File: src/rtl/pc_sel_if.sv
// pc_sel_if: fetch-PC select bundle between the pipeline and pc_sel_unit.
// master drives redirect/stall requests; slave returns the fetch PC.
interface pc_sel_if #(
  parameter int PC_W  = 9,
  parameter int CNT_W = 16
);
  logic             stall;
  logic             jump;
  logic             branch_taken;
  logic [PC_W-1:0]  branch_target;
  logic [31:0]      alu_target;
  logic [PC_W-1:0]  pc;
  logic [PC_W-1:0]  pc_plus4;
  logic             instr_valid;
  logic             flush;
  logic             misalign;
  logic [CNT_W-1:0] redirect_cnt;

  modport master (
    output stall, jump, branch_taken,
    output branch_target, alu_target,
    input  pc, pc_plus4, instr_valid,
    input  flush, misalign, redirect_cnt
  );

  modport slave (
    input  stall, jump, branch_taken,
    input  branch_target, alu_target,
    output pc, pc_plus4, instr_valid,
    output flush, misalign, redirect_cnt
  );
endinterface

File: src/rtl/pc_sel_unit.sv
// pc_sel_unit: next-PC select with BOOT/RUN/BUBBLE sequencing.
// Define PC_ALIGN_CHECK_EN to trap misaligned redirect targets.
module pc_sel_unit #(
  parameter int PC_W     = 9,
  parameter int RESET_PC = 0,
  parameter int TRAP_PC  = 9'h100,
  parameter int CNT_W    = 16
) (
  input  logic      clk,
  input  logic      reset,
  pc_sel_if.slave   bus
);

  typedef enum logic [1:0] {
    BOOT,
    RUN,
    BUBBLE
  } state_t;

  localparam logic [PC_W-1:0] RST_V =
    PC_W'(RESET_PC);
  localparam logic [PC_W-1:0] TRAP_V =
    PC_W'(TRAP_PC);
  localparam logic [PC_W-1:0] ALIGN_M =
    {{(PC_W-2){1'b1}}, 2'b00};
  localparam logic [PC_W-1:0] HALF_M =
    {{(PC_W-1){1'b1}}, 1'b0};

  state_t           state;
  logic [PC_W-1:0]  pc_q;
  logic             iv_q;
  logic             flush_q;
  logic             mis_q;
  logic [CNT_W-1:0] cnt_q;

  logic [PC_W-1:0]  pc_nx4;
  logic [PC_W-1:0]  raw_tgt;
  logic [PC_W-1:0]  tgt;
  logic             redirect;
  logic             bad_align;
  logic             unused_alu;

  assign unused_alu = ^bus.alu_target;

  assign pc_nx4 = pc_q + PC_W'(4);

  assign redirect = (state != BOOT) &&
                    (bus.jump || bus.branch_taken);

  // jump wins over a simultaneous taken branch
  always_comb begin
    raw_tgt = bus.branch_target;
    if (bus.jump)
      raw_tgt = bus.alu_target[PC_W-1:0] & HALF_M;
  end

`ifdef PC_ALIGN_CHECK_EN
  assign bad_align = (raw_tgt[1:0] != 2'b00);
`else
  assign bad_align = 1'b0;
`endif

  assign tgt = bad_align ? TRAP_V
                         : (raw_tgt & ALIGN_M);

  // state, PC and registered status outputs
  always_ff @(posedge clk) begin
    if (!reset) begin
      state   <= BOOT;
      pc_q    <= RST_V;
      iv_q    <= 1'b0;
      flush_q <= 1'b0;
      mis_q   <= 1'b0;
      cnt_q   <= '0;
    end else if (redirect) begin
      state   <= BUBBLE;
      pc_q    <= tgt;
      iv_q    <= 1'b0;
      flush_q <= 1'b1;
      mis_q   <= bad_align;
      if (cnt_q != '1)
        cnt_q <= cnt_q + CNT_W'(1);
    end else if (!bus.stall) begin
      state   <= RUN;
      pc_q    <= pc_nx4;
      iv_q    <= 1'b1;
      flush_q <= 1'b0;
      mis_q   <= 1'b0;
    end
  end

  assign bus.pc           = pc_q;
  assign bus.pc_plus4     = pc_nx4;
  assign bus.instr_valid  = iv_q;
  assign bus.flush        = flush_q;
  assign bus.misalign     = mis_q;
  assign bus.redirect_cnt = cnt_q;

endmodule

File: src/flat_wrapper.sv
// flat-port wrapper written by rule: the top's interface ports become plain ports
module pc_sel_unit_flat 
#(
  parameter int PC_W     = 9,
  parameter int RESET_PC = 0,
  parameter int TRAP_PC  = 9'h100,
  parameter int CNT_W    = 16
)
  (clk, reset, bus_stall, bus_jump, bus_branch_taken, bus_branch_target, bus_alu_target, bus_pc, bus_pc_plus4, bus_instr_valid, bus_flush, bus_misalign, bus_redirect_cnt);
  pc_sel_if #(.PC_W(PC_W), .CNT_W(CNT_W)) bus_i ();
  input  logic clk;
  input  logic reset;
  input wire logic [$bits(bus_i.stall)-1:0] bus_stall;
  input wire logic [$bits(bus_i.jump)-1:0] bus_jump;
  input wire logic [$bits(bus_i.branch_taken)-1:0] bus_branch_taken;
  input wire logic [$bits(bus_i.branch_target)-1:0] bus_branch_target;
  input wire logic [$bits(bus_i.alu_target)-1:0] bus_alu_target;
  output wire logic [$bits(bus_i.pc)-1:0] bus_pc;
  output wire logic [$bits(bus_i.pc_plus4)-1:0] bus_pc_plus4;
  output wire logic [$bits(bus_i.instr_valid)-1:0] bus_instr_valid;
  output wire logic [$bits(bus_i.flush)-1:0] bus_flush;
  output wire logic [$bits(bus_i.misalign)-1:0] bus_misalign;
  output wire logic [$bits(bus_i.redirect_cnt)-1:0] bus_redirect_cnt;
  assign bus_i.stall = bus_stall;
  assign bus_i.jump = bus_jump;
  assign bus_i.branch_taken = bus_branch_taken;
  assign bus_i.branch_target = bus_branch_target;
  assign bus_i.alu_target = bus_alu_target;
  assign bus_pc = bus_i.pc;
  assign bus_pc_plus4 = bus_i.pc_plus4;
  assign bus_instr_valid = bus_i.instr_valid;
  assign bus_flush = bus_i.flush;
  assign bus_misalign = bus_i.misalign;
  assign bus_redirect_cnt = bus_i.redirect_cnt;
  pc_sel_unit #(.PC_W(PC_W), .RESET_PC(RESET_PC), .TRAP_PC(TRAP_PC), .CNT_W(CNT_W)) u_core (.clk(clk), .reset(reset), .bus(bus_i));
endmodule
File: config.mk
export PLATFORM = sky130hd
export DESIGN_NAME = pc_sel_unit_flat
export DESIGN_NICKNAME = d
export VERILOG_FILES = /design/src/rtl/pc_sel_if.sv /design/src/rtl/pc_sel_unit.sv /design/src/flat_wrapper.sv
export SDC_FILE = /design/constraint.sdc
export NUM_CORES = 1
export LEC_CHECK = 0
export BUFFER_PORTS_ARGS = -buffer_cell sky130_fd_sc_hd__buf_2
export CORE_ASPECT_RATIO = 0.9
export CORE_MARGIN = 8
export CORE_UTILIZATION = 47
export CTS_CLUSTER_SIZE = 28
export DETAILED_ROUTE_END_ITERATION = 10
export HOLD_SLACK_MARGIN = 0.05
export PLACE_DENSITY = 0.85
export SETUP_SLACK_MARGIN = 0.15
export SLEW_MARGIN = 10
export SYNTH_ARGS = -nofsm -noshare
export SYNTH_HDL_FRONTEND = slang
export SYNTH_SLANG_ARGS = --single-unit
File: constraint.sdc
create_clock -name clk -period 3.5 [get_ports clk]
set_input_delay 0.7 -clock clk [delete_from_list [all_inputs] [get_ports clk]]
set_output_delay 0.7 -clock clk [all_outputs]
set_load 0.05 [all_outputs]
# ---- Word level (Yosys, flattened, before mapping)
# Cells that the tools add are included.
dict set report op_classes {
  n_mul 0
  n_reduce_logical 5
  eq_ne 2
  div 0
  mux 7
  order_cmp 0
  bitwise_logic 1
  add_sub_neg 2
  shifts 0
}
# cell n
set op_table {}
lappend op_table {{two-way mux 9 bit} 3}
lappend op_table {{adder 16 x 1 -> 16 bit, second input constant} 1}
lappend op_table {{!= test 16 bit, second input constant} 1}
lappend op_table {{adder 9 x 3 -> 9 bit, second input constant} 1}
lappend op_table {{two-way mux 2 bit} 2}
lappend op_table {{two-way mux 1 bit} 2}
lappend op_table {{!= test 2 x 1 -> 1 bit, second input constant} 1}
lappend op_table {{AND reduction 2 bit} 1}
lappend op_table {{nonzero test 2 bit} 1}
lappend op_table {{OR reduction 2 bit} 1}
lappend op_table {{logical AND 1 bit} 1}
lappend op_table {{logical OR 1 bit} 1}
lappend op_table {{inverter 1 bit} 1}
dict set report word_totals {
  romBits 0
  out_inout_bits 37
  n_memories 0
  latchBits 0
  wordCells 23
  ram_bits 0
  ff_bits 28
}

# ---- Logic depth before layout (Yosys ltp)
dict set report logic_depth {
  depth_word 3
  depth_mapped 7
  ltp_nobuf 5
}

# ---- Worst setup path after synthesis
# OpenSTA, ideal clock, no wires.
dict set report synth_path {
  kind {register to output}
  startpoint {register u_core.pc_q[2], in the netlist u_core.bus.pc[2]}
  endpoint {output bus_pc_plus4[8]}
  slack_ns 0.723
  arrival_time_ns 2.077
  path_stages_with_launch 5
  required_time_ns 2.800
  cell_sequence {dfxtp_1 > ha_1 > nand3_1 > nor2_1 > xor2_1}
}
dict set report synth_via {
  elab_chain_len 1
}
# item line
set synth_lines {}
lappend synth_lines {{start, declared} pc_sel_unit.sv:30} ;# logic [PC_W-1:0] pc_q;
lappend synth_lines {{start signal, assigned} pc_sel_unit.sv:77} ;# pc_q <= tgt;
lappend synth_lines {{start signal, assigned} pc_sel_unit.sv:85} ;# pc_q <= pc_nx4;
lappend synth_lines {{adder 9 x 3 -> 9 bit} pc_sel_unit.sv:45} ;# assign pc_nx4 = pc_q + PC_W'(4);
lappend synth_lines {{end, declared} flat_wrapper.sv:19} ;# output wire logic [$bits(bus_i.pc_plus4)-1:0] bus_pc_plus4;
# No other way between the ends.

# ---- Worst setup path in the final report
# Ends and elaborated chain as after synthesis.

==> metrics.txt <==
Max-Cap Viols 0; worst-margin pin slew 1.06 ns; f_max a little under 400 MHz; Critical Path RT approximately 2.8 ns; Cells after Synth about 170; number of synthesized flops with an enable pin 0; DIE AREA just over 5000 sq um; RSZ-0062 raised after global routing no; Fin. Hold Viols 0; most frequent cells in the layout buf_2, dfxtp_1, nand2_1, or3_1; Mean Syn Cell Area 8.83 sq um; hold slack ~0.52 ns; H-tree levels 1; CP Launch Type flop; Worst-path clk slew ~0.13 ns; leakage 0.736 nW; Yosys warning count 0; endpoint class of the critical path primary output; Final Skew between 0.004 and 0.005 ns; asr flop ratio synth 0; nets@finish 260; drt pass-1 iters 4; synthesized area around 1500 sq um; CTS Buffer Depth 2; DP HPWL around 2.7 mm; Synth area leaders dfxtp_1, or3_1, mux2i_1; Vias around 1400; # port buffers 50; area share of the largest cell type after synthesis 0.344; HP Start u_core.state[1]; Synth cell types 40; Cell Count, Final, Fillers Out 253; Core Area 3000 sq um; DRT antenna net count 0; layout cells sized above 1 0.313; # diodes 0; Hold Path Class flop to flop; Worst R2R Start u_core.bus.redirect_cnt[0]; Worst VDD drop roughly 0.25 mV; setup ws final around 0.98 ns; WL final about 3.5 mm; top_reg_cell synth dfxtp_1; status completed; Inserted Clock Buffers 3; first-pass GRT wire length 5.40 mm; DP Area around 1700 sq um; # rows 19; hold path cells 2; Overall Global Routing Usage 0.131; Worst EP arrival about 1.8 ns; die height 68.8 um; vias in the first global route around 1200; Filler cells 290; Final min period approximately 2.5 ns; Hold Buf Count CTS 0; FF+latch count, synth 25; largest net degree at the start of global routing 24; Layout area overhead 17.7%; Tcrit/Tclk final 0.720; largest area contributor in the netlist dfxtp_1; Ports 83; CP max FO 5; critical path type flop to primary output; Reg2Reg Depth 5; worst r2r dst u_core.bus.redirect_cnt[1]; cell area after layout approximately 1700 sq um; WL per Instance around 14 um; CTS tree built; worst hold endpoint u_core.state[1]; sequential area share after synthesis 0.344; post-placement cell count ~250; Starting Density 0.486; via/cell ratio 5.36; fin. max-slew vios 0; GRT overflow 0; Max transition margin 0.292; initial drt markers 36; setup TNS 0 ns; PwrDens just over 400 nW/um^2; most common cell after layout, fill and taps aside buf_2; Setup WS pre-CTS around 1.2 ns; antenna violations before repair 0; RD Place Congestion between 0.7 and 0.8; clk root buf clkbuf_4; Worst R2R Setup Slack 1.24 ns; # resized after CTS 0; Final Setup Violations 0; clock latency on the worst-skew pair between 0.3 and 0.4 ns; # clock sinks 25; die width 74.7 um; # DRC 0; Setup Buffers After CTS 0
sequential cells by signal, summed over array words and instances, names as in the netlist:
register                 cells
u_core.bus.pc                7
u_core.bus.redirect_cnt     16
u_core.state                 2
stage by stage:
| step | power [W] | util |
|---|---|---|
| 2_1_floorplan | 0.000534 | - |
| 3_3_place_gp | 0.000571 | 0.563 |
| 3_5_place_dp | 0.000576 | 0.563 |
| 4_1_cts | 0.000702 | 0.572 |
| 5_1_grt | 0.000728 | 0.572 |
| 6_report | 0.000696 | 0.572 |
cell usage after synthesis (all sizes together), types with 4 or more instances:
master	number
mux2i	6
o21ai	12
buf	8
xor2	4
and3	4
nand3	6
a211oi	6
clkbuf	4
or3	10
xnor2	6
nor2b	4
a21oi	14
nor3	4
nand2	10
nand4	5
dfxtp	25
nor2	7
kinds of logic (layout without fill, tap and decap cells):
group	after synthesis	count (layout)	synth area share
xor gates and xnor gates	10	10	0.0601
muxes	8	8	0.0567
other	1	5	0.00257
DFF	25	25	0.344
and+or+nand+nor	62	62	0.247
adders and majority gates	2	2	0.0172
AOI/OAI and AO/OA	42	42	0.205
buffers and inverters	15	57	0.0679
area by class of cell:
type                       count  area, sq um  area share
clock inverter                 1         5.00     0.00292
timing repair buffer          50          250       0.146
multi-input combinational    129          872       0.509
inverter                       3         11.3     0.00657
clock buffer                   3         22.5      0.0131
tap                           42         52.6      0.0307
sequential                    25          500       0.292
worst max-delay path, cell delays in order, from the launching register on:
cell     delay [ns]
dfxtp_1        0.46
ha_1           0.25
nand3_1        0.20
nor2_1         0.18
xor2_1         0.14
buf_2          0.27
where the power goes:
| group | total [W] | internal [W] | switching [W] | leakage, nW |
|---|---|---|---|---|
| logic | 0.000245 | 0.0000625 | 0.000183 | 0.515 |
| clock network | 0.000128 | 0.0000428 | 0.0000849 | 0.0177 |
| registers | 0.000323 | 0.000302 | 0.0000213 | 0.204 |
per-layer routing:
metal  global-route usage  part of all wire
met1                0.159              0.44
met2                0.226              0.50
met3               0.0130             0.050
met4               0.0659             0.013
met5                    0                 0
worst max path at each step:
stage | startpoint | endpoint | slack (ns) | cells after the start
after floorplan | u_core.bus.pc[2] | bus_pc_plus4[8] | 0.72 | 4
after global placement | u_core.bus.redirect_cnt[0] | u_core.bus.redirect_cnt[1] | 1.29 | 5
after detailed placement | u_core.bus.redirect_cnt[0] | u_core.bus.redirect_cnt[1] | 1.25 | 5
after CTS | u_core.bus.pc[2] | bus_pc_plus4[8] | 0.96 | 5
after global routing | u_core.bus.pc[2] | bus_pc_plus4[8] | 0.82 | 5
final | u_core.bus.pc[2] | bus_pc_plus4[8] | 0.98 | 5
Note: power is estimated with default switching activity, not from simulation.
